==> config.mk <==
export PLATFORM = sky130hd
export DESIGN_NAME = shift_result_buf
export DESIGN_NICKNAME = d
export VERILOG_FILES = /design/src/rtl/shift_result_buf.sv
export SDC_FILE = /design/constraint.sdc
export NUM_CORES = 1
export LEC_CHECK = 0
export CAP_MARGIN = 20
export CORE_MARGIN = 2
export CORE_UTILIZATION = 35
export DETAILED_ROUTE_END_ITERATION = 6
export MAX_ROUTING_LAYER = met4
export RECOVER_POWER = 100
export SLEW_MARGIN = 20
export SYNTH_ARGS = -nofsm -noshare
export SYNTH_HDL_FRONTEND = slang
export SYNTH_SLANG_ARGS = --single-unit
==> constraint.sdc <==
create_clock -name clk -period 3.29 [get_ports clk]
set_clock_uncertainty 0.1 [all_clocks]
set_input_delay 0.8225 -clock clk [delete_from_list [all_inputs] [get_ports clk]]
set_output_delay 0.8225 -clock clk [all_outputs]
set_load 0.02 [all_outputs]
==> src/rtl/shift_result_buf.sv <==
// shift_result_buf
// Registered output stage for the combinational 8-bit shifter. Each accepted
// cycle stores either the left- or right-shift result, together with a
// direction tag, in a small first-word-fall-through FIFO. The consumer reads
// over a valid/ready handshake. Cycles where the head is offered but not taken
// are counted in a saturating stall counter.
//
// Ports:
//   clk        rising-edge clock
//   rst_n      asynchronous active-low reset
//   in_valid   upstream presents a shift result pair
//   in_ready   buffer can accept this cycle (registered state only)
//   shl_in     left-shift result
//   shr_in     right-shift result
//   dir_sel    0 = store shl_in, 1 = store shr_in
//   out_valid  head entry valid
//   out_ready  consumer accepts head
//   data_out   head entry data
//   out_dir    head entry direction tag
//   zero_flag  head data is all zeros (0 whenever empty)
//   count      current occupancy
//   stall_cnt  saturating count of cycles with out_valid=1 and out_ready=0

module shift_result_buf #(
   parameter int WIDTH   = 8,
   parameter int DEPTH   = 4,
   parameter int STALL_W = 16
) (
   input  logic                     clk,
   input  logic                     rst_n,
   input  logic                     in_valid,
   output logic                     in_ready,
   input  logic [WIDTH-1:0]         shl_in,
   input  logic [WIDTH-1:0]         shr_in,
   input  logic                     dir_sel,
   output logic                     out_valid,
   input  logic                     out_ready,
   output logic [WIDTH-1:0]         data_out,
   output logic                     out_dir,
   output logic                     zero_flag,
   output logic [$clog2(DEPTH):0]   count,
   output logic [STALL_W-1:0]       stall_cnt
);

   localparam int PW = $clog2(DEPTH);
   localparam int CW = PW + 1;
   localparam logic [CW-1:0] FULL = CW'(DEPTH);

   logic [WIDTH-1:0] mem_data [DEPTH];
   logic [DEPTH-1:0] mem_dir;
   logic [PW-1:0]    wr_ptr;
   logic [PW-1:0]    rd_ptr;
   logic             push;
   logic             pop;

   // Handshake qualifiers come only from registered occupancy, so a full
   // buffer refuses a push even if the head is popped in the same cycle.
   assign in_ready  = (count != FULL);
   assign out_valid = (count != '0);
   assign push      = in_valid && in_ready;
   assign pop       = out_valid && out_ready;

   // First-word-fall-through: the head entry is presented straight from storage.
   assign data_out  = mem_data[rd_ptr];
   assign out_dir   = mem_dir[rd_ptr];
   assign zero_flag = out_valid && (data_out == '0);

   // Storage write port; entries are cleared on reset so stale reads are zero.
   always_ff @(posedge clk or negedge rst_n) begin
      if (!rst_n) begin
         for (int i = 0; i < DEPTH; i++) begin
            mem_data[i] <= '0;
         end
         mem_dir <= '0;
      end else if (push) begin
         mem_data[wr_ptr] <= dir_sel ? shr_in : shl_in;
         mem_dir[wr_ptr]  <= dir_sel;
      end
   end

   // Pointers wrap naturally because DEPTH is a power of two.
   always_ff @(posedge clk or negedge rst_n) begin
      if (!rst_n) begin
         wr_ptr <= '0;
         rd_ptr <= '0;
      end else begin
         if (push) begin
            wr_ptr <= wr_ptr + 1'b1;
         end
         if (pop) begin
            rd_ptr <= rd_ptr + 1'b1;
         end
      end
   end

   // Occupancy; simultaneous push and pop leaves it unchanged.
   always_ff @(posedge clk or negedge rst_n) begin
      if (!rst_n) begin
         count <= '0;
      end else begin
         case ({push, pop})
            2'b10:   count <= count + 1'b1;
            2'b01:   count <= count - 1'b1;
            default: count <= count;
         endcase
      end
   end

   // Stall counter saturates at all-ones and is cleared only by reset.
   always_ff @(posedge clk or negedge rst_n) begin
      if (!rst_n) begin
         stall_cnt <= '0;
      end else if (out_valid && !out_ready && (stall_cnt != {STALL_W{1'b1}})) begin
         stall_cnt <= stall_cnt + 1'b1;
      end
   end

endmodule

==> results.json <==
{
  "outcome": "finished clean",
  "post-route-min-period_ps": 3165,
  "cp_max_fo": 7,
  "post-route-period-util": 0.9620,
  "rrSetupSlack_ps": 760,
  "gr-total-overflow": 0,
  "drc": 0,
  "holdCritPathClass": "register to register",
  "routabilityCongestion": 0.8511,
  "rsz0062_at_grt": "false",
  "num_antenna_cells": 0,
  "max_slew_margin": 0.4596,
  "whs_ps": 374.9,
  "finalWorstSetupSlack_ps": 124.9,
  "nFillCells": 728,
  "grt_pass1_wl_um": 9846,
  "initial_core_util": 0.3598,
  "crit_start": "rd_ptr[0]",
  "place_hpwl_um": 4389,
  "area_growth_pct": 31.95,
  "drt_wl_total_um": 5957,
  "yosys.area.top_type": "dfrtp_1",
  "nNetsFinal": 327,
  "num_io_pins": 52,
  "synthTopCellsByArea": "dfrtp_1 53%, mux4_1 6.6%, o21ai_0 5.8%, nand2_1 5.0%, xnor2_1 3.5%",
  "grt_util_all_layers": 0.1546,
  "cts_buffer_depth": 2,
  "cts_made_buffers": 9,
  "syn_area_per_cell_um2": 11.83,
  "worstSetupStartpointType": "register",
  "worstPathRequired_ps": 2370,
  "netlist_area_mm2": 0.002780,
  "firstDrtPassIters": 4,
  "r2r_start": "count[0]",
  "preCtsSetupSlack_ps": 60.15,
  "worstSetupEndpointType": "output pin",
  "layout-drive-gt1-share": 0.1283,
  "grt_max_degree": 33,
  "syn_nets": 263,
  "synthCells": 235,
  "critPathKind": "register to output pin",
  "vias": 1996,
  "p_leak_uw": 0.001680,
  "wl_per_cell_um": 14.67,
  "rr_worst_depth": 9,
  "grt_pass1_vias": 1959,
  "yosysUniqueCellTypes": 34,
  "yosysSeqAreaShare": 0.5311,
  "power.density_mw_per_mm2": 947.3,
  "cts_tree": "yes",
  "die_h_um": 93.13,
  "clk_pin_slew_ps": 70,
  "yosys_warnings": 0,
  "cts_root_buf": "clkbuf_8",
  "max_freq_mhz": 315.9,
  "fin_util": 0.4747,
  "cts_setup_buffers": 0,
  "tightest_slew_ps": 810.7,
  "clock_latency_ps": 340,
  "min_path_cells": 2,
  "yosys_register_bits": 59,
  "routed_via_density": 4.916,
  "setup_viol": 0,
  "cts_max_level": 3,
  "r2r_end": "count[2]",
  "num_rows": 32,
  "hold_viol": 0,
  "yosys.area.top_type_share": 0.5311,
  "die_w_um": 93.13,
  "drv_cap": 0,
  "clock-sinks": 59,
  "min_to": "mem_data[23]",
  "die_area_mm2": 0.008672,
  "io_buffers": 51,
  "ir_worst_vdd_uv": 388.0,
  "core_mm2": 0.007727,
  "worstPathArrival_ps": 2240,
  "antenna_found_initial": 0,
  "first_iter_violations": 104,
  "setup_tns_ps": 0,
  "maxSlewViolCount": 0,
  "min-delay-start": "mem_data[23]",
  "antenna_left": 0,
  "cts_hold_buffers": 0
}
==> per-stage QoR <==
stage          cell area [µm²]  power (µW)  cells
5_1_grt                   3669        3722    406
3_3_place_gp              3446        2736    390
3_5_place_dp              3446        2774    390
4_1_cts                   3686        3591    406
2_1_floorplan             2780        2138    235
6_report                  3669        3475    406
==> final cells by class <==
type	count	area (µm²)	area share
clock buffers	9	123.9	0.03377
clock inverters	7	116.4	0.03172
inverters	6	22.52	0.006139
multi-input cells	162	1232	0.3359
flip-flops and latches	59	1478	0.4028
well taps	102	127.6	0.03479
repair buffers	61	568.0	0.1548
==> worst max-delay path: stages (launching register included) <==
cell	delay, ps
dfrtp_2	440
buf_4	200
mux4_1	590
dlygate4sd3_1	680
==> sequential cells by signal (all words and copies together), names as in the netlist <==
register / flops
mem_data: 32
rd_ptr: 2
stall_cnt: 16
count: 3
wr_ptr: 2
mem_dir: 4
==> timing repair <==
action | in CTS | in global routing
hold endpoints to repair | 0 | 0
gates resized for setup | 2 | 3
gates cloned | 0 | 0
endpoints found under the setup margin | 1 | 1
==> how the worst max path moves through the flow <==
stage / cells after the start / to / slack, ps
floorplan: 5 / zero_flag / 510
global placement: 5 / zero_flag / 60
detailed placement: 5 / zero_flag / 60
CTS: 5 / zero_flag / 30
global route: 3 / data_out[4] / 50
finish: 3 / data_out[5] / 120
==> cells in the final DEF, fill, tap and decap left out, drive strengths merged, types with 6 or more instances in the layout <==
cell	count
dfrtp	59
inv	6
xnor2	11
nor4	7
nand2	37
buf	8
mux4	9
nand4	7
xor2	10
dlygate4sd3	31
clkdlybuf4s50	18
nand3	11
mux2	6
mux2i	9
o21ai	32
clkbuf	13
ha	6
==> logic make-up after synthesis <==
logic type,synth area share
simple gates,0.1472
flops,0.5311
compound gates,0.05760
mux,0.1404
xor+xnor,0.06615
buf+inv,0.02340
fa+ha+maj,0.03420
==> power by group <==
part | leakage [µW] | internal [µW] | switching, µW
combinational | 0.000819 | 691 | 737
clock | 0.000119 | 501 | 309
sequential | 0.000742 | 1020 | 218
==> per-layer routing <==
layer,share of wire,up-vias,track usage
met4,0.012,0,0.05515
met2,0.48,38,0.2355
met5,0,-,-
met1,0.46,983,0.2015
li1,-,966,-
met3,0.039,9,0.04029
==> cells in the mapped netlist <==
library cell / n
dfrtp_1: 59
nand2_1: 37
o21ai_0: 32
nand3_1: 11
xnor2_1: 11
xor2_1: 10
mux2i_1: 9
mux4_1: 7
nand4_1: 7
ha_1: 6
inv_1: 6
mux2_2: 5
buf_2: 4
nor4_1: 4
nor3_1: 3
and3_1: 2
clkbuf_1: 2
mux4_2: 2
nor2_1: 2
nor4_2: 2
and2_1: 1
and4_1: 1
buf_1: 1
buf_6: 1
fa_1: 1
mux2_4: 1
nand2b_1: 1
nor2_2: 1
nor3b_1: 1
nor4_4: 1
nor4b_1: 1
or2_2: 1
or3_1: 1
or3b_1: 1
No activity file was read; power rests on OpenSTA's default activity.
